$ cat config.mk
export PLATFORM = sky130hd
export DESIGN_NAME = sobel_frame_ctrl_flat
export DESIGN_NICKNAME = d
export VERILOG_FILES = /design/src/rtl/sobel_pkg.sv /design/src/rtl/sobel_frame_ctrl_if.sv /design/src/rtl/sobel_xy_cnt.sv /design/src/rtl/sobel_frame_ctrl.sv /design/src/flat_wrapper.sv
export SDC_FILE = /design/constraint.sdc
export NUM_CORES = 1
export LEC_CHECK = 0
export ABC_AREA = 1
export CORE_MARGIN = 4
export CORE_UTILIZATION = 50
export DETAILED_ROUTE_END_ITERATION = 10
export HOLD_SLACK_MARGIN = 0.06
export PLACE_DENSITY_LB_ADDON = 0.05
export REMOVE_ABC_BUFFERS = 1
export SETUP_SLACK_MARGIN = 0.3
export SYNTH_ARGS = -nofsm -noshare
export SYNTH_HDL_FRONTEND = slang
export SYNTH_HIERARCHICAL = 1
export SYNTH_SLANG_ARGS = --single-unit
export TNS_END_PERCENT = 1
$ cat constraint.sdc
create_clock -name clk -period 7 [get_ports clk]
set_input_delay 0.7 -clock clk [delete_from_list [all_inputs] [get_ports clk]]
set_output_delay 0.7 -clock clk [all_outputs]
set_load 0.005 [all_outputs]
$ cat src/rtl/sobel_pkg.sv
// Shared types and constants for the Sobel frame controller.
// Holds the FSM state enum, dimension/counter/pixel widths and the frame size helper.
package sobel_pkg;

  localparam int DIM_W = 11;
  localparam int CNT_W = 22;
  localparam int PIX_W = 24;

  typedef enum logic [1:0] {
    IDLE,
    RUN,
    DRAIN,
    DONE
  } state_e;

  // Pixels per frame. Both dimensions are widened before the multiply
  // so the 11x11 product never truncates.
  function automatic logic [CNT_W-1:0] frame_px(
    input logic [DIM_W-1:0] w,
    input logic [DIM_W-1:0] h
  );
    return CNT_W'(w) * CNT_W'(h);
  endfunction

endpackage

$ cat src/rtl/sobel_frame_ctrl_if.sv
// Stream bundle between pixel source, Sobel datapath and its output monitor.
// master: source/sink side (testbench or fabric); slave: the frame controller.
interface sobel_frame_ctrl_if;
  import sobel_pkg::*;

  logic [PIX_W-1:0] src_data;
  logic             src_valid;
  logic             src_ready;
  logic [PIX_W-1:0] dst_data;
  logic             dst_valid;
  logic             dst_ready;
  logic             mon_valid;
  logic             mon_ready;

  modport master (
    output src_data,
    output src_valid,
    output dst_ready,
    output mon_valid,
    output mon_ready,
    input  src_ready,
    input  dst_data,
    input  dst_valid
  );

  modport slave (
    input  src_data,
    input  src_valid,
    input  dst_ready,
    input  mon_valid,
    input  mon_ready,
    output src_ready,
    output dst_data,
    output dst_valid
  );

endinterface

$ cat src/rtl/sobel_xy_cnt.sv
// Column/row raster counter for one frame.
// Ports: clk, rst_n (sync, active-low), clear, advance, width, height -> col, row, last.
module sobel_xy_cnt
  import sobel_pkg::*;
(
  input  logic             clk,
  input  logic             rst_n,
  input  logic             clear,
  input  logic             advance,
  input  logic [DIM_W-1:0] width,
  input  logic [DIM_W-1:0] height,
  output logic [DIM_W-1:0] col,
  output logic [DIM_W-1:0] row,
  output logic             last
);

  logic [DIM_W-1:0] col_q;
  logic [DIM_W-1:0] col_d;
  logic [DIM_W-1:0] row_q;
  logic [DIM_W-1:0] row_d;
  logic             col_end;
  logic             row_end;

  assign col_end = (col_q == width - DIM_W'(1));
  assign row_end = (row_q == height - DIM_W'(1));

  always_comb begin
    col_d = col_q;
    row_d = row_q;
    if (clear) begin
      col_d = '0;
      row_d = '0;
    end else if (advance) begin
      if (col_end) begin
        col_d = '0;
        row_d = row_end ? '0 : row_q + DIM_W'(1);
      end else begin
        col_d = col_q + DIM_W'(1);
      end
    end
  end

  always_ff @(posedge clk) begin
    if (!rst_n) begin
      col_q <= '0;
      row_q <= '0;
    end else begin
      col_q <= col_d;
      row_q <= row_d;
    end
  end

  assign col  = col_q;
  assign row  = row_q;
  assign last = col_end && row_end;

endmodule

$ cat src/rtl/sobel_frame_ctrl.sv
// Frame controller in front of a Sobel datapath: shadows config, gates the pixel
// stream for exactly one frame, counts datapath outputs and reports frame status.
// Ports: clk, rst_n (sync, active-low); cfg_start/width/height/threshold in;
// threshold, busy, frame_done, cfg_err, timeout_err out; bus (src/dst/mon streams).
// Optional: SOBEL_FRAME_CTRL_TIMEOUT_EN compiles in the DRAIN watchdog
// (limit TIMEOUT_CYCLES); without it timeout_err is tied low.
module sobel_frame_ctrl
  import sobel_pkg::*;
#(
  parameter int TIMEOUT_CYCLES = 65536
) (
  input  logic             clk,
  input  logic             rst_n,
  input  logic             cfg_start,
  input  logic [DIM_W-1:0] cfg_width,
  input  logic [DIM_W-1:0] cfg_height,
  input  logic [7:0]       cfg_threshold,
  output logic [7:0]       threshold,
  output logic             busy,
  output logic             frame_done,
  output logic             cfg_err,
  output logic             timeout_err,
  sobel_frame_ctrl_if.slave bus
);

  state_e           state_q;
  state_e           state_d;
  logic [DIM_W-1:0] w_q;
  logic [DIM_W-1:0] h_q;
  logic [7:0]       thr_q;
  logic [CNT_W-1:0] out_q;
  logic [CNT_W-1:0] out_d;
  logic [CNT_W-1:0] total;
  logic             cfg_err_q;
  logic             run;
  logic             in_hs;
  logic             mon_hs;
  logic             start;
  logic             zero_start;
  logic             out_full;
  logic             wd_fire;
  logic             last;
  logic [DIM_W-1:0] col;
  logic [DIM_W-1:0] row;
  logic             unused_xy;

  // Gating with rst_n closes the stream in the reset cycle itself.
  assign run = (state_q == RUN) && rst_n;

  assign bus.dst_data  = bus.src_data;
  assign bus.dst_valid = run && bus.src_valid;
  assign bus.src_ready = run && bus.dst_ready;

  assign in_hs  = bus.src_valid && bus.src_ready;
  assign mon_hs = bus.mon_valid && bus.mon_ready
               && ((state_q == RUN) || (state_q == DRAIN));

  assign start      = (state_q == IDLE) && cfg_start
                   && (cfg_width != '0) && (cfg_height != '0);
  assign zero_start = (state_q == IDLE) && cfg_start
                   && ((cfg_width == '0) || (cfg_height == '0));

  assign total = frame_px(w_q, h_q);
  assign out_d = start ? '0 : out_q + CNT_W'(mon_hs);

  // Count is complete either already or with this cycle's handshake.
  assign out_full = (out_q == total) || (out_d == total);

  sobel_xy_cnt u_xy (
    .clk     (clk),
    .rst_n   (rst_n),
    .clear   (start),
    .advance (in_hs),
    .width   (w_q),
    .height  (h_q),
    .col     (col),
    .row     (row),
    .last    (last)
  );

  assign unused_xy = ^{col, row};

`ifdef SOBEL_FRAME_CTRL_TIMEOUT_EN
  localparam int WD_W = $clog2(TIMEOUT_CYCLES + 1);

  logic [WD_W-1:0] wd_q;
  logic [WD_W-1:0] wd_d;
  logic            to_q;
  logic            to_d;

  assign wd_fire = (state_q == DRAIN) && !mon_hs && !out_full
                && (wd_q == WD_W'(TIMEOUT_CYCLES - 1));

  always_comb begin
    wd_d = '0;
    if ((state_q == DRAIN) && !mon_hs && !wd_fire)
      wd_d = wd_q + WD_W'(1);
  end

  // Sticky until the next accepted start.
  assign to_d = start ? 1'b0 : (to_q || wd_fire);

  always_ff @(posedge clk) begin
    if (!rst_n) begin
      wd_q <= '0;
      to_q <= 1'b0;
    end else begin
      wd_q <= wd_d;
      to_q <= to_d;
    end
  end

  assign timeout_err = to_q;
`else
  logic unused_to;

  assign unused_to   = (TIMEOUT_CYCLES != 0);
  assign wd_fire     = 1'b0;
  assign timeout_err = 1'b0;
`endif

  always_comb begin
    state_d = state_q;
    unique case (state_q)
      IDLE:    if (start) state_d = RUN;
      RUN:     if (in_hs && last) state_d = DRAIN;
      DRAIN: begin
        if (out_full)     state_d = DONE;
        else if (wd_fire) state_d = IDLE;
      end
      DONE:    state_d = IDLE;
      default: state_d = IDLE;
    endcase
  end

  always_ff @(posedge clk) begin
    if (!rst_n) state_q <= IDLE;
    else        state_q <= state_d;
  end

  always_ff @(posedge clk) begin
    if (!rst_n) begin
      w_q       <= '0;
      h_q       <= '0;
      thr_q     <= '0;
      out_q     <= '0;
      cfg_err_q <= 1'b0;
    end else begin
      if (start) begin
        w_q   <= cfg_width;
        h_q   <= cfg_height;
        thr_q <= cfg_threshold;
      end
      out_q     <= out_d;
      cfg_err_q <= zero_start;
    end
  end

  assign threshold  = thr_q;
  assign busy       = (state_q != IDLE);
  assign frame_done = (state_q == DONE);
  assign cfg_err    = cfg_err_q;

endmodule

$ cat src/flat_wrapper.sv
// flat-port wrapper written by rule: the top's interface ports become plain ports
module sobel_frame_ctrl_flat import sobel_pkg::*;
#(
  parameter int TIMEOUT_CYCLES = 65536
)
  (clk, rst_n, cfg_start, cfg_width, cfg_height, cfg_threshold, threshold, busy, frame_done, cfg_err, timeout_err, bus_src_data, bus_src_valid, bus_dst_ready, bus_mon_valid, bus_mon_ready, bus_src_ready, bus_dst_data, bus_dst_valid);
  sobel_frame_ctrl_if bus_i ();
  input  logic clk;
  input  logic rst_n;
  input  logic cfg_start;
  input  logic [DIM_W-1:0] cfg_width;
  input  logic [DIM_W-1:0] cfg_height;
  input  logic [7:0] cfg_threshold;
  output logic [7:0] threshold;
  output logic busy;
  output logic frame_done;
  output logic cfg_err;
  output logic timeout_err;
  input wire logic [$bits(bus_i.src_data)-1:0] bus_src_data;
  input wire logic [$bits(bus_i.src_valid)-1:0] bus_src_valid;
  input wire logic [$bits(bus_i.dst_ready)-1:0] bus_dst_ready;
  input wire logic [$bits(bus_i.mon_valid)-1:0] bus_mon_valid;
  input wire logic [$bits(bus_i.mon_ready)-1:0] bus_mon_ready;
  output wire logic [$bits(bus_i.src_ready)-1:0] bus_src_ready;
  output wire logic [$bits(bus_i.dst_data)-1:0] bus_dst_data;
  output wire logic [$bits(bus_i.dst_valid)-1:0] bus_dst_valid;
  assign bus_i.src_data = bus_src_data;
  assign bus_i.src_valid = bus_src_valid;
  assign bus_i.dst_ready = bus_dst_ready;
  assign bus_i.mon_valid = bus_mon_valid;
  assign bus_i.mon_ready = bus_mon_ready;
  assign bus_src_ready = bus_i.src_ready;
  assign bus_dst_data = bus_i.dst_data;
  assign bus_dst_valid = bus_i.dst_valid;
  sobel_frame_ctrl #(.TIMEOUT_CYCLES(TIMEOUT_CYCLES)) u_core (.clk(clk), .rst_n(rst_n), .cfg_start(cfg_start), .cfg_width(cfg_width), .cfg_height(cfg_height), .cfg_threshold(cfg_threshold), .threshold(threshold), .busy(busy), .frame_done(frame_done), .cfg_err(cfg_err), .timeout_err(timeout_err), .bus(bus_i));
endmodule
Word level (Yosys, flattened, before mapping)
Index checks and enable logic that the tools add are counted. W data, S select, Z words.

Word-level logic and storage cells: 56. Output and inout bits: 38. Bits in registers: 77.

Equality and inequality tests: 10. Bitwise gates (word level): 1. Reduce and logical (&&, ||, !) cells: 24. Multipliers: 1. Add/subtract/negate cells: 5. Multiplexer cells: 7.

Operator list (number): $eq A22 B22 Y1 (2); $add A11 B1 Y11 const B (2); $add A22 B1 Y22 (1); $eq A11 B11 Y1 (2); $logic_not A11 Y1 (2); $mul A11 B11 Y22 (1); $mux W11 (2); $mux W22 (1); $reduce_bool A11 Y1 (2); $sub A11 B1 Y11 const B (2); $logic_and A1 B1 Y1 (12); $pmux W2 S4 (1); $mux W2 (3); $eq A2 B2 Y1 const B (2); $ne A2 B1 Y1 const B (2); $logic_or A1 B1 Y1 (3); $reduce_and A3 Y1 (1); $eq A2 B1 Y1 const B (1); $logic_not A2 Y1 (1); $ne A2 B2 Y1 const B (1); $reduce_and A2 Y1 (1); $reduce_bool A2 Y1 (1); $reduce_or A2 Y1 (1); $not A1 Y1 (1).

Depth between registers and ports, before layout
Gate-level depths: netlist (run 1).

Depth in word-level cells: 9. Gate-level depth with buffers: 32. Mapped depth without buffers: 31.

Cells and area by module
Netlist (run 1), hierarchy kept.

Modules (own cells, without submodules): sobel_frame_ctrl (instances 1, area each 8084.0 µm², cells each 1262, seq. area each 1101.1 µm²); sobel_xy_cnt (instances 1, area each 2364.8 µm², cells each 428, seq. area each 440.4 µm²).

Worst setup path after synthesis (run 1)
OpenSTA, ideal clock, no wires.

Path type: register to register. Start: reg u_core.w_q[5]. End: reg u_core.state_q[0]. Library setup time: 0.115 ns. Period minus slack after synthesis: 5.164 ns. Cell stages (with the launch flop): 28. Setup slack: 1.836 ns. Buffers on the path: 1. Data arrival time: 5.049 ns. Cells stage by stage: dfxtp_1 clkbuf_1 nand2_1 fa_1 fa_1 fa_1 fa_1 fa_1 inv_1 ha_1 nand2_2 inv_1 a21oi_1 nand2_1 nand2_1 nand2_1 nand2_1 nand2_1 nand2_1 nand2_1 nor2_1 nand2_1 nor2_1 nand2_1 nand3_2 nand3_1 nand2_1 nor2_1.

Cells in the longest elaborated chain, start to end: 6.

RTL lines: from (decl) (line sobel_frame_ctrl.sv:28) `logic [DIM_W-1:0] w_q;`; from (signal assigned) (line sobel_frame_ctrl.sv:150) `w_q <= cfg_width;`; parallel branches: the longest is 5 deep, another holds $mul A11 B11 Y22; $reduce_and A3 Y1 (no line) (*); to (signal assigned) (line sobel_frame_ctrl.sv:138) `else state_q <= state_d;`; to (decl) (line sobel_frame_ctrl.sv:26) `state_e state_q;`.

Every way passes the cells marked *. A chain may end at the register's enable or synchronous reset.

Worst setup path in the final report (run 1)
Ends and elaborated chain as after synthesis.

==> impl_metrics.toml, run 1 <==
[routing]
drc_errors = 0
avgViaCountPerCell = 5.15
vias = 10166
post_drt_wl_per_cell_microns = 15.0
antenna_left = 0
drtIter0Drc = 615
wl_mm = 29.6
first_pass_iters = 5

[place]
dpl-instance-area_sq_um = 11000
gp_routability_congestion = 0.957
place_hpwl_mm = 24.0
io_buffers = 49

[clock_tree]
clk_path_buf_depth = 2
clkTransAtPathRegs_ns = 0.07
cts.sinks = 77
worstSkewPairLatency_ns = 0.36
h-tree-depth = 3
cts_tree = "yes"
numCtsBuffers = 9
cts-root-buf = "clkbuf_16"
postCtsHoldBufs = 0
cts_resized = 0
cts_setup_buffers = 0

[floorplan]
core_area_sq_um = 20400
die_w_microns = 153
die_height_microns = 153
start_util_pct = 51.3
pin_count = 99
fp-row-count = 52
die-area_sq_um = 23300

[timing]
skew_ns = 0.00640
setup_viol = 0
clock.fmax_ghz = 0.170
fin_crit_sh_pct = 84.1
maxSlewViolCount = 0
hold_viol = 0
period_needed_ns = 5.89
setup_tns_ns = 0
slew_headroom_pct = 34.4
tightestPinTransition_ns = 0.975
grt_setup_unrepaired = "false"

[grt]
grt_max_degree = 54
antenna_found_initial = 0
grtUsageTotal_pct = 25.2
grt_pass1_wl_mm = 48.3
grt-ovfl-total = 0
grt_pass1_vias = 9462

[yosys]
synth_adder_area_share_pct = 23.8
synthSimpleGateAreaFrac_pct = 40.3
synth_cell_type_count = 38
synth_xor_area_share_pct = 3.02
synth_compound_area_share_pct = 3.45
synthMuxAreaShare_pct = 0
synth_top_area_cell = "nand2_1"
synth_top_family_by_area = "simple AND/OR/NAND/NOR gates"
syn_area_sq_um = 10400
netlist.area_leader.share_pct = 21.3
synth_seq_cells = 77
synthTopCellsByArea = "nand2_1, fa_1, dfxtp_1"
yosysWarningCount = 6
syn_avg_cell_area_sq_um = 6.18
postSynthCellCount = 1690
seq_area_frac_synth_pct = 14.8

[layout]
design_area_sq_um = 11400
nFillCells = 2121
final_nets = 1912
n_antenna_cell = 0
drive_gt1_share_pct = 5.22
area_growth_syn_to_layout_pct = 8.81

[worst_setup_path]
path_buf_inv = 1
critPathKind = "reg -> reg"
cp_common_cell = "nand2_1"
critical_path_arrival_ns = 6.14
path_delay_family = "adder cells"
end_kind = "register"
cp-start-kind = "register"
slowest_stage = "dfxtp_1"
crit_path_max_fanout = 17
worstPathRequired_ns = 7.25
worst_path_largest_cell_delay_ns = 0.83

[hold_path]
min_path_type = "reg -> reg"

[power_and_ir_drop]
power.leakage_nw = 5.83
ir_drop_mv = 0.136
p_per_area_nw_per_um2 = 187

[run]
cap_violations = 0

[status]
outcome = "completed"
[Yosys cell counts, drive strengths merged]
master / n
inv: 310
clkbuf: 33
nand3: 151
dfxtp: 77
nand4: 27
nor3: 18
or2: 3
nor4: 4
conb: 1
o2111ai: 1
nand2: 606
a21oi: 50
xnor2: 16
fa: 80
and2: 4
nand3b: 7
o22ai: 1
o21ai: 16
nor2: 160
ha: 71
buf: 34
xor2: 20
[logic make-up after synthesis]
family,after synthesis
and+or+nand+nor,980
buffers and inverters,377
adders and majority gates,151
DFF,77
AOI/OAI and AO/OA,68
xor gates and xnor gates,36
other,1
[report_power, final]
| part | switching (mW) | leakage (nW) | internal (mW) |
|---|---|---|---|
| clock network | 0.227 | 0.151 | 0.317 |
| logic | 0.664 | 5.06 | 0.363 |
| registers | 0.0828 | 0.625 | 0.471 |
| total | 0.973 | 5.83 | 1.15 |
[worst paths after layout]
check	start	endpoint	slack [ns]	cells past startpoint
setup / recovery	u_core/w_q[5]	u_core/state_q[0]	1.11	25
hold / removal	u_core/threshold[2]	u_core/threshold[2]	0.46	2
setup reg to reg	u_core/w_q[5]	u_core/state_q[0]	1.11	25
hold reg to reg	u_core/threshold[2]	u_core/threshold[2]	0.46	2
[flip-flops by register name, indices dropped and copies added, names as in the netlist]
name,count
u_core/w_q,11
u_core/u_xy/row,11
u_core/out_q,22
u_core/state_q,2
u_core/h_q,11
u_core/u_xy/col,11
u_core/cfg_err,1
u_core/threshold,8
[metrics by stage]
| step | cells | worst slack (ns) | hold slack (ns) | power, mW | utilization [%] |
|---|---|---|---|---|---|
| floorplan | 1623 | 1.96 | 0.459 | 1.25 | - |
| global placement | 1959 | 1.25 | 0.452 | 1.57 | 54.2 |
| detailed placement | 1959 | 1.19 | 0.457 | 1.58 | 54.2 |
| CTS | 1975 | 1.17 | 0.466 | 2.13 | 55.8 |
| global route | 1975 | 0.773 | 0.484 | 2.29 | 55.8 |
| finish | 1975 | 1.11 | 0.464 | 2.12 | 55.8 |
[routing by layer]
layer	share of wire [%]	wire length [microns]	vias to the layer above	track usage [%]
met2	42	12500	300	37.3
met4	1.6	488	0	6.02
li1	-	-	5129	-
met1	48	14200	4700	36.7
met3	8.1	2410	37	6.84
met5	0	0	-	0
[placed cells by master, fill, tap and decap left out, types with 17 or more instances in the layout]
master           instances
a21oi_1                 48
buf_4                   17
clkdlybuf4s50_1         49
dfxtp_1                 77
fa_1                    80
ha_1                    71
inv_1                  306
nand2_1                593
nand3_1                140
nand4_1                 26
nor2_1                 136
nor2_2                  18
nor3_1                  18
xor2_1                  20
[layout make-up]
type	instances	area (sq um)	area share, %
Clock inverter	6	95.1	0.836
Timing Repair Buffer	66	618	5.44
Clock buffer	10	229	2.01
Tap cell	270	338	2.97
Multi-Input combinational cell	1236	7380	64.9
Inverter	310	1160	10.2
Sequential cell	77	1540	13.6
[worst register-to-register path, cell delays in order (launching register included)]
cell and delay (ns):
dfxtp_1 0.83, nand2_1 0.17, fa_1 0.53, fa_1 0.53, fa_1 0.44, fa_1 0.52, fa_1 0.55, inv_1 0.04
ha_1 0.38, nand2_2 0.12, nor2_1 0.18, nand3_1 0.16, nand2_2 0.16, nand2_1 0.06, nand2_1 0.08, nand3_1 0.07
nand2_1 0.08, nand2_1 0.05, nor2_1 0.17, nand3_1 0.16, nor2_1 0.13, nand2_1 0.07, nand3_2 0.10, nand3_1 0.07
nand2_1 0.07, nor2_1 0.04
(Power assumes the default switching activity.)
==> run 2, diff against run 1 <==
clock period = 6.2 ns   (was 7 ns; I/O delays follow)
==> run 2 against run 1 <==
  * Wire length decreased by 0.60%
  * Non-clock buffer count rose by 12
  * Critical path depth decreased by 2
  * Design area is 0.62% higher
  * Clock power decreased by 2%
  * Sequential share of layout area grew 0.10 points
  * Largest power group unchanged
==> impl_metrics.toml, run 2 (synthesis gave the netlist of run 1 again) <==
[hold_path]
whs_path_depth = 2
worst_hold_startpoint = "u_core/threshold[6]"
min_path_type = "reg -> reg"
hold_end = "u_core/threshold[6]"

[power_and_ir_drop]
power.leakage_nw = 5.89
p_per_area_nw_per_um2 = 205
finalPower_mw = 2.34
ir_drop_mv = 0.152

[layout]
mostFrequentLayoutCells = "nand2_1, inv_1, nand3_1"
drive_gt1_share_pct = 6.76
area_growth_syn_to_layout_pct = 9.48
final_nets = 1924
design_area_sq_um = 11400
final_common_cell = "nand2_1"
largest_register_ff_count = 22
n_antenna_cell = 0
final_util_pct = 56.2
final_cells = 1987
top_register = "u_core/out_q"

[worst_setup_path]
slowest_stage = "dfxtp_1"
crit_chain = "nand2_1 > fa_1 > fa_1 > fa_1 > fa_1 > fa_1 > inv_1 > ha_1 > nand2_1 > nor2_1 > nand3_1 > nand3_1 > nand2_1 > nand3_1 > nand2_1 > nor2_1 > nand3_1 > nor2_1 > nand2_1 > nand3_2 > nand3_1 > nand2_1 > nor2_1"
end_kind = "register"
rr_startpoint = "u_core/w_q[9]"
path_delay_family = "adder cells"
path_buf_inv = 1
r2r_setup_slack_ns = 0.59
cp-start-kind = "register"
r2r-end = "u_core/state_q[0]"
crit_path_max_fanout = 8
worstPathRequired_ns = 6.45
critical_path_arrival_ns = 5.86
cp_common_cell = "nand2_1"
critPathKind = "reg -> reg"
worst_path_largest_cell_delay_ns = 0.68
reg2reg_depth = 23

[timing]
skew_ns = 0.0131
clock.fmax_ghz = 0.178
hold_viol = 0
worst_hold_slack_ns = 0.465
setup_viol = 0
tightestPinTransition_ns = 0.963
fin_crit_sh_pct = 90.5
period_needed_ns = 5.61
slew_headroom_pct = 35.7
setup_tns_ns = 0
timing.final.ws_setup_ns = 0.589
maxSlewViolCount = 0
grt_setup_unrepaired = "false"

[place]
gp_routability_congestion = 0.942
pre_cts_slack_ns = 0.445
dp.cells = 1971
dpl-instance-area_sq_um = 11100
place_hpwl_mm = 23.9
io_buffers = 49

[clock_tree]
h-tree-depth = 3
cts.sinks = 77
clk_path_buf_depth = 2
worstSkewPairLatency_ns = 0.36
postCtsHoldBufs = 0
cts_setup_buffers = 0
numCtsBuffers = 9
cts_tree = "yes"
clkTransAtPathRegs_ns = 0.07
cts-root-buf = "clkbuf_16"

[routing]
wl_mm = 29.5
post_drt_wl_per_cell_microns = 14.8
vias = 10349
antenna_left = 0
drc_errors = 0
drtIter0Drc = 710
first_pass_iters = 7
avgViaCountPerCell = 5.21

[grt]
met2_usage_pct = 37.8
top_usage_layer = "met2"
grt_max_degree = 54
grt_pass1_vias = 9480
antenna_found_initial = 0
grt_pass1_wl_mm = 48.1
met1_usage_pct = 37.5
grtUsageTotal_pct = 25.0
grtUsageMet3_pct = 4.86
grt-ovfl-total = 0

[floorplan]
die_w_microns = 153
fp-row-count = 52
die-area_sq_um = 23300
pin_count = 99
die_height_microns = 153
core_area_sq_um = 20400
start_util_pct = 51.3

[run]
cap_violations = 0

[status]
outcome = "completed"
## run 2: cell types whose count changed in the layout (fill, tap and decap cells not counted), moves of 2 or more
cell	delta
buf_4	+12
dfxtp_1	-13
clkinv_2	+2
dfxtp_2	+11
dfxtp_4	+2
bufinv_16	-2
## run 2: repair_timing
item | CTS | global route
setup endpoints to repair | 0 | 2
gates resized for setup | 0 | 16
endpoints found under the hold margin | 0 | 0
## run 2: worst min-delay path: cells and delay by family (launching register included)
family	cells	cell delay (ns)
flops	1	0.31
compound gates	1	0.05
simple gates	1	0.06
## run 2: worst max-delay path by stage
stage	from	cells past startpoint	slack, ns	end
floorplan	u_core/w_q[5]	26	1.16	u_core/state_q[0]
global placement	u_core/h_q[3]	25	0.48	u_core/state_q[0]
detailed placement	u_core/w_q[2]	25	0.45	u_core/state_q[0]
CTS	u_core/h_q[4]	25	0.43	u_core/state_q[0]
global route	u_core/w_q[3]	26	0.33	u_core/state_q[0]
finish	u_core/w_q[9]	23	0.59	u_core/state_q[0]
## run 2: layout make-up
cell class                 count  area, sq um
multi-input combinational   1236         7390
inverter                     310         1160
tap                          270          338
clock inverter                 7         55.1
timing repair buffer          78          708
clock buffer                   9          225
fill                        2116         8920
sequential                    77         1560
## run 2: report_power, final
part           internal, mW  switching (mW)  leakage (nW)
logic                 0.424           0.765          5.12
registers             0.535          0.0824         0.631
clock network         0.277           0.256         0.138
total                  1.24            1.10          5.89
## run 2: routing by layer
metal / routed length (microns) / part of all wire (%)
met1: 14000 / 47
met3: 2430 / 8.2
met5: 0 / 0
met4: 305 / 1.0
met2: 12800 / 43
